==> src/rtl/serial_adder_ctrl_pkg.sv <==
// Shared types and constants for the bit-serial adder controller.
package serial_adder_ctrl_pkg;

    localparam int DEFAULT_WIDTH = 8;

    typedef enum logic [1:0] {
        S_IDLE  = 2'd0,
        S_SHIFT = 2'd1,
        S_DONE  = 2'd2
    } state_t;

    // Bit counter only has to reach WIDTH-1, never WIDTH.
    function automatic int cnt_width(input int w);
        return (w < 2) ? 1 : $clog2(w);
    endfunction

endpackage

==> src/rtl/serial_adder_ctrl_if.sv <==
// Operand/result handshake bundle for the serial adder.
interface serial_adder_ctrl_if
    import serial_adder_ctrl_pkg::*;
#(
    parameter int WIDTH = DEFAULT_WIDTH
);
    logic             IN_VALID;
    logic             IN_READY;
    logic [WIDTH-1:0] A;
    logic [WIDTH-1:0] B;
    logic             CIN;
    logic             OUT_VALID;
    logic             OUT_READY;
    logic [WIDTH-1:0] SUM;
    logic             COUT;
    logic             BUSY;

    modport slave (
        input  IN_VALID, A, B, CIN, OUT_READY,
        output IN_READY, OUT_VALID, SUM, COUT, BUSY
    );

    modport master (
        output IN_VALID, A, B, CIN, OUT_READY,
        input  IN_READY, OUT_VALID, SUM, COUT, BUSY
    );
endinterface

==> src/rtl/serial_adder_ctrl_fa.sv <==
// Single-bit full adder cell used by the serial datapath.
module serial_adder_ctrl_fa (
    input  logic A,
    input  logic B,
    input  logic C0,
    output logic S,
    output logic C
);
    logic w_p;

    assign w_p = A ^ B;
    assign S   = w_p ^ C0;
    assign C   = (A & B) | (C0 & w_p);
endmodule

==> src/rtl/serial_adder_ctrl.sv <==
// Bit-serial WIDTH-bit adder: LSB-first through one full adder cell,
// carry held in a flop between bits, result held until consumed.
module serial_adder_ctrl
    import serial_adder_ctrl_pkg::*;
#(
    parameter int WIDTH = DEFAULT_WIDTH
)(
    input  logic               CLK,
    input  logic               RST_N,
    serial_adder_ctrl_if.slave bus
);
    localparam int CW = cnt_width(WIDTH);

    state_t           r_state;
    state_t           w_next;
    logic [WIDTH-1:0] r_a;
    logic [WIDTH-1:0] r_b;
    logic [WIDTH-1:0] r_sum;
    logic             r_carry;
    logic [CW-1:0]    r_cnt;
    logic             w_s;
    logic             w_c;
    logic             w_accept;
    logic             w_last;

    serial_adder_ctrl_fa u_full_adder (
        .A  (r_a[0]),
        .B  (r_b[0]),
        .C0 (r_carry),
        .S  (w_s),
        .C  (w_c)
    );

    assign w_accept = (r_state == S_IDLE) && bus.IN_VALID;
    assign w_last   = (r_cnt == CW'(WIDTH - 1));

    always_ff @(posedge CLK or negedge RST_N) begin
        if (!RST_N) begin
            r_state <= S_IDLE;
        end else begin
            r_state <= w_next;
        end
    end

    always_comb begin
        w_next = r_state;
        unique case (r_state)
            S_IDLE: begin
                if (bus.IN_VALID) begin
                    w_next = S_SHIFT;
                end
            end
            S_SHIFT: begin
                if (w_last) begin
                    w_next = S_DONE;
                end
            end
            S_DONE: begin
                if (bus.OUT_READY) begin
                    w_next = S_IDLE;
                end
            end
            default: w_next = S_IDLE;
        endcase
    end

    always_ff @(posedge CLK or negedge RST_N) begin
        if (!RST_N) begin
            r_a     <= '0;
            r_b     <= '0;
            r_sum   <= '0;
            r_carry <= 1'b0;
            r_cnt   <= '0;
        end else if (w_accept) begin
            r_a     <= bus.A;
            r_b     <= bus.B;
            r_carry <= bus.CIN;
            r_cnt   <= '0;
        end else if (r_state == S_SHIFT) begin
            r_sum   <= {w_s, r_sum[WIDTH-1:1]};
            r_a     <= {1'b0, r_a[WIDTH-1:1]};
            r_b     <= {1'b0, r_b[WIDTH-1:1]};
            r_carry <= w_c;
            // Hold on the last bit so the counter never wraps.
            if (!w_last) begin
                r_cnt <= r_cnt + 1'b1;
            end
        end
    end

    assign bus.IN_READY  = (r_state == S_IDLE);
    assign bus.OUT_VALID = (r_state == S_DONE);
    assign bus.BUSY      = (r_state == S_SHIFT) || (r_state == S_DONE);
    assign bus.SUM       = r_sum;
    assign bus.COUT      = r_carry;
endmodule

==> src/flat_wrapper.sv <==
// flat-port wrapper written by rule: the top's interface ports become plain ports
module serial_adder_ctrl_flat import serial_adder_ctrl_pkg::*;
#(
    parameter int WIDTH = DEFAULT_WIDTH
)
  (CLK, RST_N, bus_IN_VALID, bus_A, bus_B, bus_CIN, bus_OUT_READY, bus_IN_READY, bus_OUT_VALID, bus_SUM, bus_COUT, bus_BUSY);
  serial_adder_ctrl_if #(.WIDTH(WIDTH)) bus_i ();
  input  logic CLK;
  input  logic RST_N;
  input wire logic [$bits(bus_i.IN_VALID)-1:0] bus_IN_VALID;
  input wire logic [$bits(bus_i.A)-1:0] bus_A;
  input wire logic [$bits(bus_i.B)-1:0] bus_B;
  input wire logic [$bits(bus_i.CIN)-1:0] bus_CIN;
  input wire logic [$bits(bus_i.OUT_READY)-1:0] bus_OUT_READY;
  output wire logic [$bits(bus_i.IN_READY)-1:0] bus_IN_READY;
  output wire logic [$bits(bus_i.OUT_VALID)-1:0] bus_OUT_VALID;
  output wire logic [$bits(bus_i.SUM)-1:0] bus_SUM;
  output wire logic [$bits(bus_i.COUT)-1:0] bus_COUT;
  output wire logic [$bits(bus_i.BUSY)-1:0] bus_BUSY;
  assign bus_i.IN_VALID = bus_IN_VALID;
  assign bus_i.A = bus_A;
  assign bus_i.B = bus_B;
  assign bus_i.CIN = bus_CIN;
  assign bus_i.OUT_READY = bus_OUT_READY;
  assign bus_IN_READY = bus_i.IN_READY;
  assign bus_OUT_VALID = bus_i.OUT_VALID;
  assign bus_SUM = bus_i.SUM;
  assign bus_COUT = bus_i.COUT;
  assign bus_BUSY = bus_i.BUSY;
  serial_adder_ctrl #(.WIDTH(WIDTH)) u_core (.CLK(CLK), .RST_N(RST_N), .bus(bus_i));
endmodule
==> config.mk <==
export PLATFORM = sky130hd
export DESIGN_NAME = serial_adder_ctrl_flat
export DESIGN_NICKNAME = d
export VERILOG_FILES = /design/src/rtl/serial_adder_ctrl_pkg.sv /design/src/rtl/serial_adder_ctrl_if.sv /design/src/rtl/serial_adder_ctrl_fa.sv /design/src/rtl/serial_adder_ctrl.sv /design/src/flat_wrapper.sv
export SDC_FILE = /design/constraint.sdc
export NUM_CORES = 1
export LEC_CHECK = 0
export ABC_AREA = 1
export BUFFER_PORTS_ARGS = -buffer_cell sky130_fd_sc_hd__clkbuf_2
export CAP_MARGIN = 40
export CORE_MARGIN = 1.5
export CORE_UTILIZATION = 36
export CTS_CLUSTER_SIZE = 16
export DETAILED_ROUTE_END_ITERATION = 8
export GPL_TIMING_DRIVEN = 0
export HOLD_SLACK_MARGIN = 0.15
export SLEW_MARGIN = 20
export SYNTH_ARGS = -nofsm -noshare
export SYNTH_HDL_FRONTEND = slang
export SYNTH_SLANG_ARGS = --single-unit
==> constraint.sdc <==
create_clock -name CLK -period 3.4 [get_ports CLK]
set_input_delay 0.34 -clock CLK [delete_from_list [all_inputs] [get_ports CLK]]
set_output_delay 0.34 -clock CLK [all_outputs]
set_load 0.01 [all_outputs]
# Word level (Yosys, flattened, before mapping)
# Cells that the tools add are included.
op_classes:
  add_sub_neg: 1
  n_mul: 0
  div_mod_pow: 0
  magnitude_cmp: 0
  n_eq_ne: 7
  shifts: 0
  mux: 13
  n_bitwise: 6
  n_reduce_logical: 7
ops:
  columns: ["operator", "n"]
  rows:
  - ["$mux 8", 4]
  - ["$mux 3", 3]
  - ["$mux 2", 3]
  - ["$pmux 2 s3", 1]
  - ["$ne 2x1->1 const B", 2]
  - ["$ne 2x2->1 const B", 2]
  - ["$reduce_and 2->1", 2]
  - ["$add 3x1->3 const B", 1]
  - ["$eq 3x3->1 const B", 1]
  - ["$reduce_and 3->1", 1]
  - ["$and 1x1->1", 2]
  - ["$eq 2x1->1 const B", 1]
  - ["$eq 2x2->1 const B", 1]
  - ["$logic_not 2->1", 1]
  - ["$mux 1", 2]
  - ["$reduce_bool 2->1", 1]
  - ["$xor 1x1->1", 2]
  - ["$logic_and 1x1->1", 1]
  - ["$logic_or 1x1->1", 1]
  - ["$not 1->1", 1]
  - ["$or 1x1->1", 1]
totals:
  register_bits: 30
  latchBits: 0
  ramBits: 0
  mem_bits_ro: 0
  mem_count: 0

# Logic depth before layout (Yosys ltp)
# Gate-level depths: netlist (run 1).
logic_depth:
  depth_word: 5
  mapped_depth: 7

# Modules after synthesis
# A second synthesis (run 1) with hierarchy kept.
hier_totals:
  hier_cells: 161
  area_unflattened_um2: 1423.9
modules_own_cells:
  columns: ["mod", "n_inst", "cells_each", "area_per_inst_um2", "seq_area_each_um2"]
  rows:
  - ["serial_adder_ctrl", 1, 160, 1403.8, 750.7]
  - ["serial_adder_ctrl_fa", 1, 1, 20.0, 0.0]

# Least setup slack after synthesis (run 1)
# OpenSTA, ideal clock, no wires.
synth_timing:
  kind: "register to register"
  from: "register u_core.r_state[0]"
  to: "register u_core.r_carry, in the netlist u_core.bus.COUT"
  arrival_ns: 1.119
  t_required_ns: 3.276
  setup_slack_ns: 2.157
  stages_incl_launch_ff: 7
  path_buffers: 1
  period_less_slack_ns: 1.243
  cell_sequence: "dfrtp_1 -> inv_1 -> ha_1 -> nand2_2 -> buf_2 -> nand3_1 -> nand3_1"
synth_via:
  elab_chain_len: 3
synth_rtl:
  columns: ["item", "line_no", "source"]
  rows:
  - ["from (decl)", "serial_adder_ctrl.sv:14", "state_t r_state;"]
  - ["from (signal assigned)", "serial_adder_ctrl.sv:41", "r_state <= w_next;"]
  - ["$logic_not 2->1 (*)", null, null]
  - ["via bus_IN_READY", "flat_wrapper.sv:15", "output wire logic [$bits(bus_i.IN_READY)-1:0] bus_IN_READY;"]
  - ["$logic_and 1x1->1 (*)", "serial_adder_ctrl.sv:34", "assign w_accept = (r_state == S_IDLE) && bus.IN_VALID;"]
  - ["$mux 1 or $reduce_bool 2->1 (tied branches)", null, null]
  - ["to (signal assigned)", "serial_adder_ctrl.sv:77", "r_carry <= bus.CIN;"]
  - ["to (signal assigned)", "serial_adder_ctrl.sv:83", "r_carry <= w_c;"]
  - ["to (decl)", "serial_adder_ctrl.sv:19", "logic r_carry;"]
# The timed path passes the listed nets; every way through them passes the cells marked *.
# A chain may end at the register's enable or synchronous reset.

# Worst setup path after layout (run 1)
layout_timing:
  from: "register u_core.r_state[0]"
  to: "output port bus_BUSY"
layout_via:
  elab_chain_len: 2
layout_rtl:
  columns: ["item", "line_no", "source"]
  rows:
  - ["$eq 2x1->1 or $eq 2x2->1 (tied branches)", "serial_adder_ctrl.sv:93", "assign bus.BUSY = (r_state == S_SHIFT) || (r_state == S_DONE);"]
  - ["$logic_or 1x1->1 (*)", "serial_adder_ctrl.sv:93", null]
  - ["to (decl)", "flat_wrapper.sv:19", "output wire logic [$bits(bus_i.BUSY)-1:0] bus_BUSY;"]
# Mark *: on every way between the ends. The rest lies on a longest branch, timed or not.

==> results of run 1 <==
==> cell type report <==
cell class	instances	share of cell area, %
Multi-Input combinational cell	112	31.9
Inverter	11	2.29
Sequential cell	30	41.6
Tap cell	48	3.33
Clock buffer	8	6.11
Timing Repair Buffer	34	11.0
Buffer	8	3.75
==> logic make-up after synthesis <==
family,synth area share (%)
AOI/OAI and AO/OA,7.93
adders and majority gates,7.50
buffers and inverters,7.58
DFF,52.3
and+or+nand+nor,24.7
==> metal layers <==
metal	track usage (%)	wire [microns]	part of all wire, %	up-vias
met5	0	0	0	-
met1	18.0	1280	42	570
met3	5.11	142	4.7	7
met4	6.89	59	1.9	0
li1	-	-	-	604
met2	27.0	1550	51	20
==> cell usage after synthesis <==
master,count
nand2_1,50
dfrtp_1,30
nor2_1,16
nand3_1,13
a31oi_1,11
inv_1,9
ha_1,7
a21oi_1,4
buf_2,3
o21ai_0,3
buf_4,2
buf_6,2
inv_2,2
nand4_1,2
o21ai_1,2
buf_8,1
fa_1,1
nand2_2,1
nand2_4,1
nor2_4,1
==> flip-flops by register name, indices dropped and copies added (netlist names) <==
name / cells
u_core.r_a: 8
u_core.bus.SUM: 8
u_core.r_cnt: 3
u_core.r_b: 8
u_core.r_state: 2
u_core.bus.COUT: 1
==> metrics by stage <==
stage | setup WS (ns) | area (sq um) | utilization [%] | hold slack (ns) | power, W
3_5_place_dp | 2.06 | 1660 | 44.2 | 0.457 | 0.00141
5_1_grt | 1.80 | 1800 | 48.2 | 0.278 | 0.00190
4_1_cts | 1.84 | 1780 | 47.4 | 0.252 | 0.00176
3_3_place_gp | 2.09 | 1660 | 44.2 | 0.439 | 0.00137
2_1_floorplan | 2.16 | 1440 | - | 0.0444 | 0.00118
6_report | 1.85 | 1800 | 48.2 | 0.262 | 0.00174
==> cells in the final DEF, fill, tap and decap left out, drive strengths merged, types with 5 or more instances in the layout <==
master	count
a31oi	11
buf	9
clkbuf	40
dfrtp	30
ha	7
inv	11
nand2	52
nand3	13
nor2	17
o21ai	5
==> final timing paths <==
kind / from / endpoint / depth (start not counted)
worst max-delay path: u_core.r_state[0]$_DFFE_PN0P_ / bus_BUSY / 3
worst min-delay path: bus_A[7] / u_core.r_a[7]$_DFFE_PN0P_ / 3
worst max register to register: u_core.r_state[0]$_DFFE_PN0P_ / u_core.r_a[6]$_DFFE_PN0P_ / 6
worst min register to register: u_core.r_b[7]$_DFFE_PN0P_ / u_core.r_b[7]$_DFFE_PN0P_ / 2
max in group asynchronous: RST_N / u_core.r_a[4]$_DFFE_PN0P_ / 3
min in group asynchronous: RST_N / u_core.r_state[1]$_DFFE_PN0P_ / 2
==> worst reg2reg max path: cells and delay by family (launching register included) <==
kind / cells / cell delay, ns
DFF: 1 / 0.40
and+or+nand+nor: 2 / 0.17
adders and majority gates: 1 / 0.24
AOI/OAI and AO/OA: 1 / 0.14
buffers and inverters: 2 / 0.32
==> power breakdown <==
group	switching, W	leakage, nW	internal, W	total, W
logic	0.000445	0.518	0.000317	0.000763
clock network	0.000130	0.0575	0.000204	0.000335
registers	0.000107	0.363	0.000538	0.000645
total	0.000683	0.938	0.00106	0.00174
==> flow_metrics.py, run 1 <==
metrics = {
    "logic_synthesis": {
        "synth_top_cells_by_area": "dfrtp_1 52%, nand2_1 13%, ha_1 6.1%",
        "ys_seq_area_share_pct": 52.3,
        "synthDominantAreaCellType": "dfrtp_1",
        "post_synthesis_cell_area_sq_um": 1440,
        "synth.ff_latch_count": 30,
        "syn-instance-count": 161,
        "netlist-cell-type-count": 20,
        "synth_largest_type_area_fraction_pct": 52.3,
        "synth_fp_nets": 190,
        "post_synth.cell_area_avg_sq_um": 8.91,
        "ys_warn_count": 0,
    },
    "route": {
        "route.detailed.wl_per_inst_microns": 12.1,
        "drc": 0,
        "drt-vias-per-instance": 4.78,
        "initialDrtViolationCount": 60,
        "detail_route.wirelength_mm": 3.03,
        "final_antenna_net_count": 0,
        "drt_pass1_iterations": 4,
        "vias": 1201,
    },
    "sta": {
        "layout_worst_path_cycle_share_pct": 45.5,
        "slew_viol_final": 0,
        "min_tclk_post_route_ns": 1.55,
        "unrepaired_setup_endpoints_after_global_routing": "false",
        "max_slew_margin_pct": 74.1,
        "maxClockFrequency_ghz": 0.647,
        "final-hold-violation-count": 0,
        "tightest_slew_ns": 0.389,
        "finalSetupViolations": 0,
        "finClkSkew_ns": 0.00195,
        "tns_ns": 0,
    },
    "job": {
        "drv_cap": 0,
    },
    "layout": {
        "num-nets-final": 231,
        "final_layout_size_suffix_gt1_share_pct": 26.6,
        "syn2layout_area_growth_pct": 25.6,
        "antennaDiodeCount": 0,
        "seqCellArea_sq_um": 751,
        "instances_no_fill": 251,
        "multi_input_area_sq_um": 576,
        "final.fill_count": 390,
    },
    "setup_path": {
        "slowest_stage": "dfrtp_1",
        "arrival_ns": 1.21,
        "critical_path.endpoint_type": "output port",
        "flop_to_flop_setup_slack_ns": 2.05,
        "required_ns": 3.06,
        "critical_path.cell_chain": "inv_1 > ha_1 > clkbuf_2",
        "path_delay_family": "flip-flops",
        "critical_path.max_stage_delay_ns": 0.40,
        "crit_path_start_kind": "flip-flop",
        "critical_path_buf_inv_count": 2,
        "setup.worst_path.class": "flip-flop to output port",
        "worstPathMaxFanout": 4,
    },
    "clocking": {
        "cts.hold.buffers_added": 1,
        "tritoncts": "yes",
        "maximum_buffer_depth_of_the_clock_tree": 2,
        "postCtsSetupBuffers": 0,
        "clock_tree.htree_level_count": 2,
        "clk_root_buffer_cell": "clkbuf_8",
        "clk_pin_slew_worst_paths_ns": 0.06,
        "post_cts_gate_resize_count": 0,
        "cts_made_buffers": 5,
        "tritoncts_num_sinks": 30,
        "clock_latency_ns": 0.28,
    },
    "global_route": {
        "grt_max_degree": 31,
        "global_route.usage.total_pct": 15.8,
        "grt_antenna_before_repair": 0,
        "total_congestion_overflow_after_global_routing": 0,
        "first_global_vias": 1207,
        "global_route_wire_length_before_repair_mm": 5.17,
    },
    "place": {
        "post-place-cells": 241,
        "gp_routability_congestion": 0.713,
        "port_buffers": 32,
        "detailed_place_hpwl_mm": 2.22,
    },
    "floorplan": {
        "die_height_microns": 66.1,
        "start_util_pct": 38.3,
        "core.rowCount": 22,
        "fp.dieArea_sq_um": 4370,
        "core_sq_um": 3740,
        "die_w_microns": 66.1,
        "io_pins": 33,
    },
    "run_status": {
        "outcome": "completed",
    },
    "power": {
        "p_leak_nw": 0.938,
        "power_per_cell_area_nw_per_um2": 966,
        "irDropWorstVdd_uv": 397,
    },
    "min_path": {
        "timing.hold.worst.class": "primary input to flip-flop",
    },
}
Power figures use the tool's default switching activity.
==> inputs of run 2 (changes only) <==
- clock period: 3.4 -> 1.5 ns (I/O delays scaled with it)
==> flow_metrics.py, run 2 (same netlist as run 1, synthesis figures left out) <==
metrics = {
    "global_route": {
        "grt_use_met2_pct": 28.9,
        "grt_antenna_before_repair": 0,
        "grt_max_degree": 31,
        "globalRoute.busiestLayer": "met2",
        "grtUsageMet1_pct": 17.8,
        "first_global_vias": 1275,
        "grt_use_met3_pct": 5.11,
        "global_route_wire_length_before_repair_mm": 5.36,
        "total_congestion_overflow_after_global_routing": 0,
        "global_route.usage.total_pct": 16.3,
    },
    "layout": {
        "antennaDiodeCount": 0,
        "multi_input_area_sq_um": 576,
        "layout.cells.most_common_list": "50 x nand2_1, 32 x clkbuf_2, 30 x dfrtp_1",
        "seqCellArea_sq_um": 751,
        "final.fill_count": 371,
        "layout.cells.most_common": "nand2_1",
        "syn2layout_area_growth_pct": 37.5,
        "num-nets-final": 248,
        "layout.cell_area.non_filler_sq_um": 1970,
        "final_layout_size_suffix_gt1_share_pct": 24.5,
    },
    "floorplan": {
        "die_height_microns": 66.1,
        "io_pins": 33,
        "die_w_microns": 66.1,
        "core.rowCount": 22,
        "core_sq_um": 3740,
        "fp.dieArea_sq_um": 4370,
        "start_util_pct": 38.3,
    },
    "sta": {
        "tightest_slew_ns": 0.397,
        "maxClockFrequency_ghz": 0.736,
        "layout_worst_path_cycle_share_pct": 90.6,
        "finClkSkew_ns": 0.00197,
        "finalHoldWorstSlack_ns": 0.251,
        "tns_ns": 0,
        "min_tclk_post_route_ns": 1.36,
        "unrepaired_setup_endpoints_after_global_routing": "false",
        "slew_viol_final": 0,
        "max_slew_margin_pct": 73.6,
        "final-hold-violation-count": 0,
        "finalSetupViolations": 0,
    },
    "clocking": {
        "clk_pin_slew_worst_paths_ns": 0.06,
        "tritoncts": "yes",
        "post_cts_gate_resize_count": 0,
        "clock_latency_ns": 0.28,
        "tritoncts_num_sinks": 30,
        "cts_made_buffers": 5,
        "clock_tree.htree_level_count": 2,
        "clk_root_buffer_cell": "clkbuf_8",
        "maximum_buffer_depth_of_the_clock_tree": 2,
    },
    "setup_path": {
        "setup.worst_path.class": "flip-flop to output port",
        "required_ns": 1.35,
        "crit_path_start_kind": "flip-flop",
        "r2r_cells": 6,
        "critical_path.cell_chain": "inv_1 > ha_1 > clkbuf_2",
        "critical_path.endpoint_type": "output port",
        "critical_path.max_stage_delay_ns": 0.40,
        "arrival_ns": 1.21,
        "worstPathMaxFanout": 4,
        "flop_to_flop_setup_slack_ns": 0.15,
        "slowest_stage": "dfrtp_1",
    },
    "place": {
        "port_buffers": 32,
        "gp_routability_congestion": 0.713,
        "placed_cell_area_sq_um": 1660,
        "detailed_place_hpwl_mm": 2.22,
    },
    "job": {
        "drv_cap": 0,
    },
    "power": {
        "p_leak_nw": 1.01,
        "irDropWorstVdd_uv": 909,
        "power_per_cell_area_nw_per_um2": 2020,
    },
    "min_path": {
        "timing.hold.worst.class": "primary input to flip-flop",
        "worst_hold_path.num_cells": 5,
    },
    "route": {
        "route.detailed.wl_per_inst_microns": 11.8,
        "detail_route.wirelength_mm": 3.17,
        "drc": 0,
        "drt_pass1_iterations": 4,
        "vias": 1257,
        "initialDrtViolationCount": 80,
        "final_antenna_net_count": 0,
        "drt-vias-per-instance": 4.69,
    },
    "run_status": {
        "outcome": "completed",
    },
}
[run 2: changes by cell type in the layout (fill, tap and decap cells not counted), sizes merged]
cell / previous run / this run
dlygate4sd3: 1 / 18
[run 2: worst paths after layout]
check,from,to
min reg2reg,u_core.r_b[7]$_DFFE_PN0P_,u_core.r_b[7]$_DFFE_PN0P_
min,bus_OUT_READY,u_core.r_state[1]$_DFFE_PN0P_
max,u_core.r_state[0]$_DFFE_PN0P_,bus_BUSY
min in group asynchronous,RST_N,u_core.r_state[1]$_DFFE_PN0P_
max in group asynchronous,RST_N,u_core.r_a[4]$_DFFE_PN0P_
max reg2reg,u_core.r_state[0]$_DFFE_PN0P_,u_core.r_a[6]$_DFFE_PN0P_
[run 2: power breakdown]
group | total (W) | internal [W] | switching [W]
sequential | 0.00146 | 0.00122 | 0.000245
combinational | 0.00177 | 0.000748 | 0.00102
clock | 0.000758 | 0.000463 | 0.000296
total | 0.00399 | 0.00243 | 0.00156
[run 2: layout make-up]
type / count / area share, %
well taps: 48 / 3.04
clock buffers: 8 / 5.58
repair buffers: 51 / 18.6
multi-input cells: 112 / 29.2
inverters: 11 / 2.09
flip-flops and latches: 30 / 38.0
plain buffers: 8 / 3.42
[run 2: per-stage QoR]
step | worst slack, ns | util, % | power, W | std cells
CTS | 0.128 | 52.0 | 0.00403 | 267
global route | 0.0199 | 52.7 | 0.00435 | 268
global placement | 0.187 | 44.2 | 0.00311 | 241
floorplan | 0.257 | - | 0.00268 | 161
finish | 0.142 | 52.7 | 0.00399 | 268
detailed placement | 0.159 | 44.2 | 0.00321 | 241
[run 2: routing by layer]
metal	vias to the layer above	share of wire, %
met1	591	43
met4	0	1.9
li1	636	-
met3	8	4.0
met5	-	0
met2	22	52
[run 2: critical path: cells and delay by family, from the launching register on]
| family | cells | cell delay, ns |
|---|---|---|
| fa+ha+maj | 1 | 0.30 |
| flops | 1 | 0.40 |
| buf+inv | 2 | 0.23 |
[run 2: what timing repair did]
action | in CTS | in global routing
hold buffers | 18 | 0
hold endpoints to repair | 47 | 0
buffers inserted | 0 | 0
==> inputs of run 3 (changes only) <==
- CELL_PAD_IN_SITES_DETAIL_PLACEMENT: not set -> 0
- CELL_PAD_IN_SITES_GLOBAL_PLACEMENT: not set -> 2
- CORE_UTILIZATION: 36 -> 31
- PLACE_DENSITY_LB_ADDON: not set -> 0.1
==> flow_metrics.py, run 3 (same netlist as run 1, synthesis figures left out) <==
metrics = {
    "global_route": {
        "global_route_wire_length_before_repair_mm": 5.40,
        "grt_max_degree": 31,
        "total_congestion_overflow_after_global_routing": 0,
        "grt_antenna_before_repair": 0,
        "global_route.usage.total_pct": 13.7,
        "first_global_vias": 1194,
    },
    "power": {
        "share_of_total_power_in_sequential_cells_pct": 38.4,
        "internal_power_w": 0.00228,
        "share_of_total_power_in_combinational_logic_pct": 45.9,
        "power.switching_fraction_pct": 39.8,
        "power.total_w": 0.00379,
        "p_leak_nw": 0.983,
        "power_per_cell_area_nw_per_um2": 1960,
        "irDropWorstVdd_uv": 799,
        "total_switching_power_w": 0.00151,
        "clock_power_share_pct": 15.7,
    },
    "layout": {
        "instances_no_fill": 270,
        "final_layout_size_suffix_gt1_share_pct": 23.4,
        "final.fill_count": 466,
        "layout.cells.most_common_list": "50 x nand2_1, 32 x clkbuf_2, 30 x dfrtp_1",
        "layout.cells.most_common": "nand2_1",
        "antennaDiodeCount": 0,
        "num-nets-final": 247,
        "syn2layout_area_growth_pct": 34.4,
        "postLayoutCoreUtil_pct": 43.7,
    },
    "route": {
        "final_antenna_net_count": 0,
        "drt-vias-per-instance": 4.55,
        "initialDrtViolationCount": 82,
        "detail_route.wirelength_mm": 3.10,
        "drc": 0,
        "drt_pass1_iterations": 4,
        "route.detailed.wl_per_inst_microns": 11.5,
        "vias": 1228,
    },
    "clocking": {
        "maximum_buffer_depth_of_the_clock_tree": 2,
        "clock_latency_ns": 0.27,
        "tritoncts": "yes",
        "postCtsSetupBuffers": 0,
        "tritoncts_num_sinks": 30,
        "cts_made_buffers": 5,
        "clk_pin_slew_worst_paths_ns": 0.06,
        "clock_tree.htree_level_count": 2,
        "clk_root_buffer_cell": "clkbuf_8",
    },
    "floorplan": {
        "start_util_pct": 32.5,
        "io_pins": 33,
        "die_w_microns": 71.0,
        "core.rowCount": 24,
        "core_sq_um": 4410,
        "die_height_microns": 71.0,
        "fp.dieArea_sq_um": 5050,
    },
    "job": {
        "drv_cap": 0,
    },
    "sta": {
        "final-hold-violation-count": 0,
        "layout_worst_path_cycle_share_pct": 88.4,
        "maxClockFrequency_ghz": 0.754,
        "tns_ns": 0,
        "tightest_slew_ns": 0.201,
        "min_tclk_post_route_ns": 1.33,
        "unrepaired_setup_endpoints_after_global_routing": "false",
        "finalSetupViolations": 0,
        "max_slew_margin_pct": 86.6,
        "slew_viol_final": 0,
        "finClkSkew_ns": 0.00276,
    },
    "setup_path": {
        "critical_path.max_stage_delay_ns": 0.40,
        "critical_path.endpoint_type": "flip-flop",
        "critical_path.cell_chain": "inv_1 > ha_1 > buf_6 > buf_8 > nand2_1 > a31oi_1",
        "worstPathMaxFanout": 10,
        "slowest_stage": "dfrtp_1",
        "crit_path_start_kind": "flip-flop",
        "required_ns": 1.69,
        "arrival_ns": 1.51,
        "setup.worst_path.class": "flip-flop to flip-flop",
    },
    "run_status": {
        "outcome": "completed",
    },
    "place": {
        "detailed_place_hpwl_mm": 2.15,
        "post-place-cells": 245,
        "port_buffers": 32,
        "gp_routability_congestion": 0.683,
    },
    "min_path": {
        "timing.hold.worst.class": "primary input to flip-flop",
    },
}
-- run 3: cell count changes in the layout (fill, tap and decap cells not counted) --
cell and change:
buf_2 -1, dlygate4sd3_1 -1, clkbuf_4 +1, buf_16 -1, clkbuf_1 +2, clkbuf_8 -3
buf_12 +1
-- run 3: path summary, 6_finish.rpt --
path,to,slack (ns),cells after the start,startpoint
max,u_core.r_a[4]$_DFFE_PN0P_,0.17,6,u_core.r_state[1]$_DFFE_PN0P_
min,u_core.r_b[5]$_DFFE_PN0P_,0.18,3,bus_B[5]
max reg2reg,u_core.r_a[4]$_DFFE_PN0P_,0.17,6,u_core.r_state[1]$_DFFE_PN0P_
min reg2reg,u_core.r_a[7]$_DFFE_PN0P_,0.47,2,u_core.r_a[7]$_DFFE_PN0P_
max in group asynchronous,u_core.r_b[3]$_DFFE_PN0P_,0.91,3,RST_N
min in group asynchronous,u_core.bus.SUM[6]$_DFFE_PN0P_,0.23,2,RST_N
-- run 3: power groups by stage --
| stage | clock [W] | combinational [W] | sequential, W |
|---|---|---|---|
| after floorplan | 0 | 0.00120 | 0.00148 |
| after global placement | 0 | 0.00170 | 0.00146 |
| after detailed placement | 0 | 0.00172 | 0.00147 |
| after CTS | 0.000623 | 0.00177 | 0.00146 |
| after global routing | 0.000674 | 0.00200 | 0.00152 |
| final | 0.000595 | 0.00174 | 0.00146 |
-- run 3: critical path, delay by kind of cell (launching register included) --
family / cells / cell delay, ns
compound gates: 1 / 0.17
fa+ha+maj: 1 / 0.18
buf+inv: 3 / 0.43
flops: 1 / 0.40
simple gates: 1 / 0.06
-- run 3: final cells by class --
class / count / area, sq um / share of cell area (%)
sequential: 30 / 751 / 38.9
multi-input combinational: 112 / 576 / 29.8
timing repair buffer: 50 / 350 / 18.2
clock buffer: 7 / 76.3 / 3.96
buffer: 8 / 70.1 / 3.63
tap: 52 / 65.1 / 3.37
inverter: 11 / 41.3 / 2.14
-- run 3: what timing repair did --
item / CTS / global route
hold endpoints to repair: 46 / 0
gates resized for setup: 0 / 1
setup endpoints to repair: 0 / 1
hold buffers: 17 / 0
-- run 3: through the flow --
step,instance area [sq um],setup slack [ns],hold slack [ns]
detailed placement,1660,0.150,0.277
finish,1930,0.173,0.178
CTS,1910,0.132,0.170
global placement,1660,0.161,0.257
global route,1930,0.00895,0.195
floorplan,1440,0.257,-0.146
-- run 3: per-layer routing --
layer	track usage, %	vias to the layer above	part of all wire [%]
met1	17.8	568	49
li1	-	635	-
met5	0	-	0
met3	4.84	2	4.2
met4	4.40	0	0.55
met2	21.5	23	46
